==> config.mk <==
export PLATFORM = sky130hd
export DESIGN_NAME = cpu_v1_issue
export DESIGN_NICKNAME = d
export VERILOG_FILES = /design/src/rtl/cpu_v1_issue.sv
export SDC_FILE = /design/constraint.sdc
export NUM_CORES = 2
export LEC_CHECK = 0
export BUFFER_PORTS_ARGS = -buffer_cell sky130_fd_sc_hd__buf_2
export CAP_MARGIN = 30
export CORE_ASPECT_RATIO = 0.6
export CORE_MARGIN = 2
export CORE_UTILIZATION = 40
export CTS_BUF_LIST = sky130_fd_sc_hd__clkbuf_4 sky130_fd_sc_hd__clkbuf_8 sky130_fd_sc_hd__clkbuf_16
export DETAILED_ROUTE_END_ITERATION = 16
export HOLD_SLACK_MARGIN = 0.08
export REMOVE_ABC_BUFFERS = 1
export SYNTH_ARGS = -nofsm -noshare
export SYNTH_HDL_FRONTEND = slang
export SYNTH_SLANG_ARGS = --single-unit
==> constraint.sdc <==
create_clock -name clk -period 3.25 [get_ports clk]
set_input_delay 0.4875 -clock clk [delete_from_list [all_inputs] [get_ports clk]]
set_output_delay 0.4875 -clock clk [all_outputs]
set_load 0.005 [all_outputs]
==> src/rtl/cpu_v1_issue.sv <==
// ---------------------------------------------------------------------------
// cpu_v1_issue
//
// Multi-cycle fetch/decode/issue/writeback sequencer feeding the CPU v1 ALU.
// It fetches RV32I instruction words over a request/acknowledge port and
// decodes the supported ALU subset (R-type ADD/XOR/OR/AND, I-type
// ADDI/XORI/ORI/ANDI, LUI). It drives the ALU operands from a 32x32 register
// file plus immediates, and writes the ALU result back. Any other encoding
// parks the block in HALT until reset.
//
// Handshake: imem_req is high for every FETCH cycle with imem_addr == pc.
// The word on imem_data is taken on the rising edge where imem_ack is high,
// and only while in FETCH. There is no separate valid. imem_ack is the
// one-cycle "data valid" strobe. Acks seen in any other state are ignored.
//
// Ports
//   clk, rst        clock; synchronous active-high reset
//   imem_addr/req   fetch address (== pc) and request (FETCH, not in reset)
//   imem_ack/data   fetch completion strobe and instruction word
//   alu_src_a/b/op  ALU operands and opcode (zero outside EXEC)
//   alu_res         combinational ALU result, written back at end of EXEC
//   retire          high during an EXEC cycle of a legal instruction
//   halt            sticky flag, set by an unsupported instruction
//   dbg_sel/data    register-file debug read port (x0 reads as 0)
//   dbg_state       current sequencer state (0 FETCH, 1 EXEC, 2 HALT)
// ---------------------------------------------------------------------------
module cpu_v1_issue #(
  parameter logic [31:0] RESET_PC = 32'h0000_0000
) (
  input  logic        clk,
  input  logic        rst,
  output logic [31:0] imem_addr,
  output logic        imem_req,
  input  logic        imem_ack,
  input  logic [31:0] imem_data,
  output logic [31:0] alu_src_a,
  output logic [31:0] alu_src_b,
  output logic [2:0]  alu_op,
  input  logic [31:0] alu_res,
  output logic        retire,
  output logic        halt,
  input  logic [4:0]  dbg_sel,
  output logic [31:0] dbg_data,
  output logic [1:0]  dbg_state
);

  typedef enum logic [1:0] {
    S_FETCH = 2'd0,
    S_EXEC  = 2'd1,
    S_HALT  = 2'd2
  } state_e;

  localparam logic [6:0] OPC_OP     = 7'b0110011;
  localparam logic [6:0] OPC_OP_IMM = 7'b0010011;
  localparam logic [6:0] OPC_LUI    = 7'b0110111;

  // Architectural state
  state_e      state_q, state_d;
  logic [31:0] pc_q, pc_d;
  logic [31:0] ir_q, ir_d;
  logic        halt_q, halt_d;
  // x0 is reset to zero and never written, so a plain read of entry 0
  // always yields 0 without any special casing on the read ports.
  logic [31:0] regs_q [32];

  // Instruction fields
  logic [6:0]  opcode;
  logic [4:0]  rd;
  logic [2:0]  funct3;
  logic [4:0]  rs1;
  logic [4:0]  rs2;
  logic [6:0]  funct7;
  logic [31:0] imm_i;
  logic [31:0] imm_u;
  logic [31:0] rs1_val;
  logic [31:0] rs2_val;

  assign opcode  = ir_q[6:0];
  assign rd      = ir_q[11:7];
  assign funct3  = ir_q[14:12];
  assign rs1     = ir_q[19:15];
  assign rs2     = ir_q[24:20];
  assign funct7  = ir_q[31:25];
  assign imm_i   = {{20{ir_q[31]}}, ir_q[31:20]};
  assign imm_u   = {ir_q[31:12], 12'b0};
  assign rs1_val = regs_q[rs1];
  assign rs2_val = regs_q[rs2];

  // Decode
  logic        f3_ok;
  logic [2:0]  f3_op;
  logic        legal;
  logic [31:0] dec_a;
  logic [31:0] dec_b;
  logic [2:0]  dec_op;

  // funct3 000 (add) is the only supported code whose ALU opcode differs
  // from funct3 itself; xor/or/and pass funct3 straight through.
  assign f3_ok = (funct3 == 3'b000) || (funct3 == 3'b100) ||
                 (funct3 == 3'b110) || (funct3 == 3'b111);
  assign f3_op = (funct3 == 3'b000) ? 3'b001 : funct3;

  always_comb begin
    legal  = 1'b0;
    dec_a  = 32'h0;
    dec_b  = 32'h0;
    dec_op = 3'b000;
    case (opcode)
      OPC_OP: begin
        if (f3_ok && (funct7 == 7'b0000000)) begin
          legal  = 1'b1;
          dec_a  = rs1_val;
          dec_b  = rs2_val;
          dec_op = f3_op;
        end
      end
      OPC_OP_IMM: begin
        if (f3_ok) begin
          legal  = 1'b1;
          dec_a  = rs1_val;
          dec_b  = imm_i;
          dec_op = f3_op;
        end
      end
      OPC_LUI: begin
        legal  = 1'b1;
        dec_a  = imm_u;
        dec_b  = 32'h0;
        dec_op = 3'b000;
      end
      default: begin
        legal = 1'b0;
      end
    endcase
  end

  logic in_exec;
  logic rf_we;

  assign in_exec = (state_q == S_EXEC);
  // Write happens on the edge that ends EXEC, so same-instruction reads of
  // rd (rd == rs1/rs2) still see the old value during EXEC.
  assign rf_we   = in_exec && legal && (rd != 5'd0);

  // Next-state logic
  always_comb begin
    state_d = state_q;
    pc_d    = pc_q;
    ir_d    = ir_q;
    halt_d  = halt_q;
    case (state_q)
      S_FETCH: begin
        if (imem_ack) begin
          ir_d    = imem_data;
          state_d = S_EXEC;
        end
      end
      S_EXEC: begin
        if (legal) begin
          pc_d    = pc_q + 32'd4;  // wraps modulo 2^32
          state_d = S_FETCH;
        end else begin
          halt_d  = 1'b1;
          state_d = S_HALT;
        end
      end
      S_HALT: begin
        state_d = S_HALT;
      end
      default: begin
        state_d = S_FETCH;
      end
    endcase
  end

  // State registers and register file
  always_ff @(posedge clk) begin
    if (rst) begin
      state_q <= S_FETCH;
      pc_q    <= RESET_PC;
      ir_q    <= 32'h0;
      halt_q  <= 1'b0;
      for (int i = 0; i < 32; i++) begin
        regs_q[i] <= 32'h0;
      end
    end else begin
      state_q <= state_d;
      pc_q    <= pc_d;
      ir_q    <= ir_d;
      halt_q  <= halt_d;
      if (rf_we) begin
        regs_q[rd] <= alu_res;
      end
    end
  end

  // Outputs
  assign imem_addr = pc_q;
  assign imem_req  = (state_q == S_FETCH) && !rst;
  assign alu_src_a = in_exec ? dec_a  : 32'h0;
  assign alu_src_b = in_exec ? dec_b  : 32'h0;
  assign alu_op    = in_exec ? dec_op : 3'b000;
  assign retire    = in_exec && legal && !rst;
  assign halt      = halt_q;
  assign dbg_data  = regs_q[dbg_sel];
  assign dbg_state = state_q;

endmodule

# After elaboration in Yosys (flattened, before gate mapping)
# Memories as Yosys holds them, arrays and structs flattened. A register that Yosys moved wholly into a read port is not among the register bits.
# Index checks and enable logic that the tools add are counted.
dict set report op_classes {
  n_addsub 1
  multipliers 0
  n_div 0
  magnitude_cmp 0
  eq_ne 9
  shift 0
  muxes 31
  bitwise_logic 1
  reduce_logical 17
}
# operator n
set ops {}
lappend ops {{two-way mux 32 bit} 7}
lappend ops {{case mux 32 bit (3 select lines)} 1}
lappend ops {{case mux 32 bit (2 select lines)} 1}
lappend ops {{adder 32 x 3 -> 32 bit, second input constant} 1}
lappend ops {{OR reduction 32 bit} 1}
lappend ops {{two-way mux 5 bit} 5}
lappend ops {{== test 7 x 6 -> 1 bit, second input constant} 2}
lappend ops {{two-way mux 3 bit} 4}
lappend ops {{== test 3 bit, second input constant} 3}
lappend ops {{two-way mux 1 bit} 8}
lappend ops {{== test 7 x 5 -> 1 bit, second input constant} 1}
lappend ops {{logical NOT 7 bit} 1}
lappend ops {{case mux 2 bit (3 select lines)} 1}
lappend ops {{case mux 3 bit (2 select lines)} 1}
lappend ops {{AND reduction 2 bit} 3}
lappend ops {{logical AND 1 bit} 5}
lappend ops {{nonzero test 5 bit} 1}
lappend ops {{two-way mux 2 bit} 2}
lappend ops {{logical NOT 3 bit} 1}
lappend ops {{logical OR 1 bit} 3}
lappend ops {{case mux 1 bit (3 select lines)} 1}
lappend ops {{== test 2 x 1 -> 1 bit, second input constant} 1}
lappend ops {{== test 2 bit, second input constant} 1}
lappend ops {{logical NOT 2 bit} 1}
lappend ops {{3 further kinds} 3}
dict set report totals {
  reg_bits 67
  latchBits 0
  ram_bits 1024
  rom_bits 0
  in_bits 72
  out_inout_bits 136
  elab_cells 64
  mem_count 1
}
# memory words word_bits rd rd_ports_with_merged_regs wr line
set memory_table {}
lappend memory_table {regs_q 32 32 3 2 32 64} ;# logic [31:0] regs_q [32];

# Depth between registers and ports, before layout
dict set report logic_depth {
  word_depth 14
  depth_mapped 10
  mapped_depth_nobuf 6
}

# Least setup slack after synthesis
# Ideal clock, no wire load.
dict set report synth_timing {
  path_kind {input port to output port}
  startpoint {input dbg_sel[0]}
  endpoint {output dbg_data[0]}
  arrival_ns 2.266
  required_ns 2.762
  setup_slack_ns 0.496
  stages 6
  path_buffers 3
  path_cell_list {clkbuf_1 > buf_6 > buf_6 > mux4_2 > mux4_2 > mux2_2}
}
dict set report synth_between {
  elab_chain_len 1
}
# element line
set synth_rtl {}
lappend synth_rtl {{start: declaration} 42} ;# input logic [4:0] dbg_sel,
lappend synth_rtl {{memory read (32 x 32 bit)} n/a}
lappend synth_rtl {{end: declaration} 43} ;# output logic [31:0] dbg_data,
# No other way between the ends.

==> out/results.tsv <==
metric	value	unit
grt_first_pass_wirelength	386000	um
finalSetupViolations	64	
drt_iter0_markers	10500	
outcome	complete, but fails checks	
dp_hpwl	178000	um
die_h	319	um
yosys-top-cells-count	1024 x edfxtp_1, 1002 x and2_1, 812 x mux4_2	
vias	49500	
regToRegEndpoint	regs_q[20][23]	
ioPinCount	208	
vias_per_cell	6.95	
final_nets	4914	
critPathKind	register to output pin	
peakVddDrop	0.000448	V
synth_top_cell_by_area	edfxtp_1	
cts_max_level	3	
fin_skew	0.0371	ns
place.gp.congestion	0.949	
crit_path_top_delay_cell	nand4_1	
max_freq	270	MHz
yosysTopAreaCellShare	46.6	%
busiest_layer	met1	
path_buf_inv	4	
die_w	528	um
grt_util_met1	48.4	%
arrival	3.22	ns
first_pass_iters	6	
dp_slack	-0.0336	ns
min_to	ir_q[23]	
initial_core_util	40.2	%
cts_tree	yes	
cp_slowest_stage_delay	0.46	ns
use_met2	42.5	%
avgSynthCellArea	15.0	sq um
worstSetupStartpointType	register	
min_path_cells	3	
drive_gt1_share	41.8	%
grt_start_max_net_pins	79	
min_path_type	primary input to register	
clockBufferDepth	3	
crit_cells	9	
powerDensity	460	nW/um^2
ys_ff_latch	1099	
rsz0062_at_grt	true	
syn_to_final_growth	21.9	%
grtUsageTotal	33.3	%
totalWireLength	287000	um
r2r_cells	7	
row_count	115	
tightest_slew	1.04	ns
synth.area.top_cells	edfxtp_1 47%, mux4_2 28%, and2_1 9.5%, dfxtp_1 2.3%, mux2i_1 2.1%	
path_cells	buf_8, buf_2, and2_0, buf_4, a22oi_1, nand3_1, nand4_1, a22o_1, buf_2	
grt-ovfl-total	0	
cp_common_cell	buf_2	
layout_min_cycle_time	3.71	ns
use_met3	16.6	%
cts-root-buf	clkbuf_16	
total_power	37.0	mW
synth_edf_count	1024	
crit_path_end_kind	output pin	
clk_pin_slew_worst_paths	0.07	ns
r2r-start	ir_q[6]	
grt_antenna_before_repair	31	
cts_buffers	108	
post_drt_wl_per_cell	40.4	um
port_buffers	205	
synth_most_common_cell	edfxtp_1	
async_flop_share	0	%
relSlewSlack	30.5	%
yosys_warnings	0	
synth_cells	4410	
grt_pass1_vias	45800	
p_leak	28.3	nW
crit_fanout	7	
violations	setup timing	
crit_family	simple AND/OR/NAND/NOR gates	
worstSkewPairLatency	0.74	ns
max_cap_violations	0	
setup_ws	-0.460	ns
r2r_slack	0.24	ns
hold_start	imem_data[23]	
required	2.76	ns
finalHoldViolCount	0	
core_area	164000	sq um
dieArea	168000	sq um
synth_area	66000	sq um
synth_cell_types	65	
drv_slew	0	
ys.flop_type	edfxtp_1	
route.detailed.drc	0	
clock_sinks	1099	
post-route-period-util	114	%
ant_nets	0	
synth.yosys.seq_area_share	48.9	%
==> per-stage QoR <==
step	hold slack (ns)	area (sq um)	utilization (%)	setup TNS [ns]	instances
final	0.155	80400	49.1	-17.48	7123
after detailed placement	0.444	71800	43.8	-0.0336	6676
after global placement	0.434	71800	43.8	-0.0332	6675
after global routing	0.176	80400	49.0	-20.15	7107
after CTS	0.135	79000	48.2	-17.96	7038
after floorplan	0.426	63800	-	-7721.36	3951
==> tightest hold or removal path: cells and delay by family <==
family	cells	cell delay (ns)
compound gates	1	0.12
simple gates	1	0.10
buf+inv	1	0.11
==> area by class of cell <==
class | instances | area [sq um]
antenna | 24 | 60.1
timing repair buffer | 780 | 8580
clock buffer | 136 | 2990
sequential | 1099 | 32300
tap | 2164 | 2710
inverter | 7 | 30.0
multi-input combinational | 2845 | 32900
fill | 13700 | 83500
clock inverter | 68 | 838
==> metal layers <==
metal,up-vias,wire length [um]
li1,18400,-
met2,5149,111000
met4,6,11800
met3,697,56000
met5,-,40
met1,25300,108000
==> worst max path at each step <==
stage / endpoint / slack (ns)
5_1_grt: alu_src_a[5] / -0.46
6_report: alu_src_b[9] / -0.46
2_1_floorplan: alu_src_a[16] / -9.02
4_1_cts: alu_src_a[23] / -0.41
3_5_place_dp: alu_src_a[8] / -0.03
3_3_place_gp: alu_src_a[8] / -0.03
==> state kept, by name (all words and copies together), names as in the netlist, named ones only <==
signal     flops
dbg_state      2
halt           1
imem_addr     30
ir_q          32
regs_q      1024
==> layout by cell type, fill, tap and decap left out, types with 67 or more instances in the layout <==
cell and instances:
clkbuf_16 121, nor2_1 67, mux4_2 812, a21oi_1 82
buf_4 297, mux2i_1 136, buf_12 134, nand2_1 108
buf_2 194, edfxtp_1 1024, and2_1 1000
==> cell families after synthesis <==
logic type | after synthesis | share of synthesized area (%)
and+or+nand+nor | 1448 | 13.2
AOI/OAI and AO/OA | 362 | 3.71
other | 1 | 0.00568
xor gates and xnor gates | 1 | 0.0133
adders and majority gates | 1 | 0.0190
buffers and inverters | 499 | 3.49
muxes | 999 | 30.6
DFF | 1099 | 48.9
==> power by group <==
part           internal, mW  total [mW]  switching (mW)  leakage, nW
Clock                  7.96        14.0            6.08         1.91
Sequential             15.9        16.4           0.501         11.2
Combinational          3.07        6.55            3.48         15.2
Total                  27.0        37.0            10.1         28.3
==> repair_timing <==
item                       in CTS  in global routing
setup endpoints to repair      65                 68
pin swaps                      62                 54
setup buffers                 108                 62
gates resized for setup       288                157
hold endpoints to repair       37                  0
gates cloned                   28                 11
hold buffers                   29                  0
Note: power is estimated with default switching activity, not from simulation.
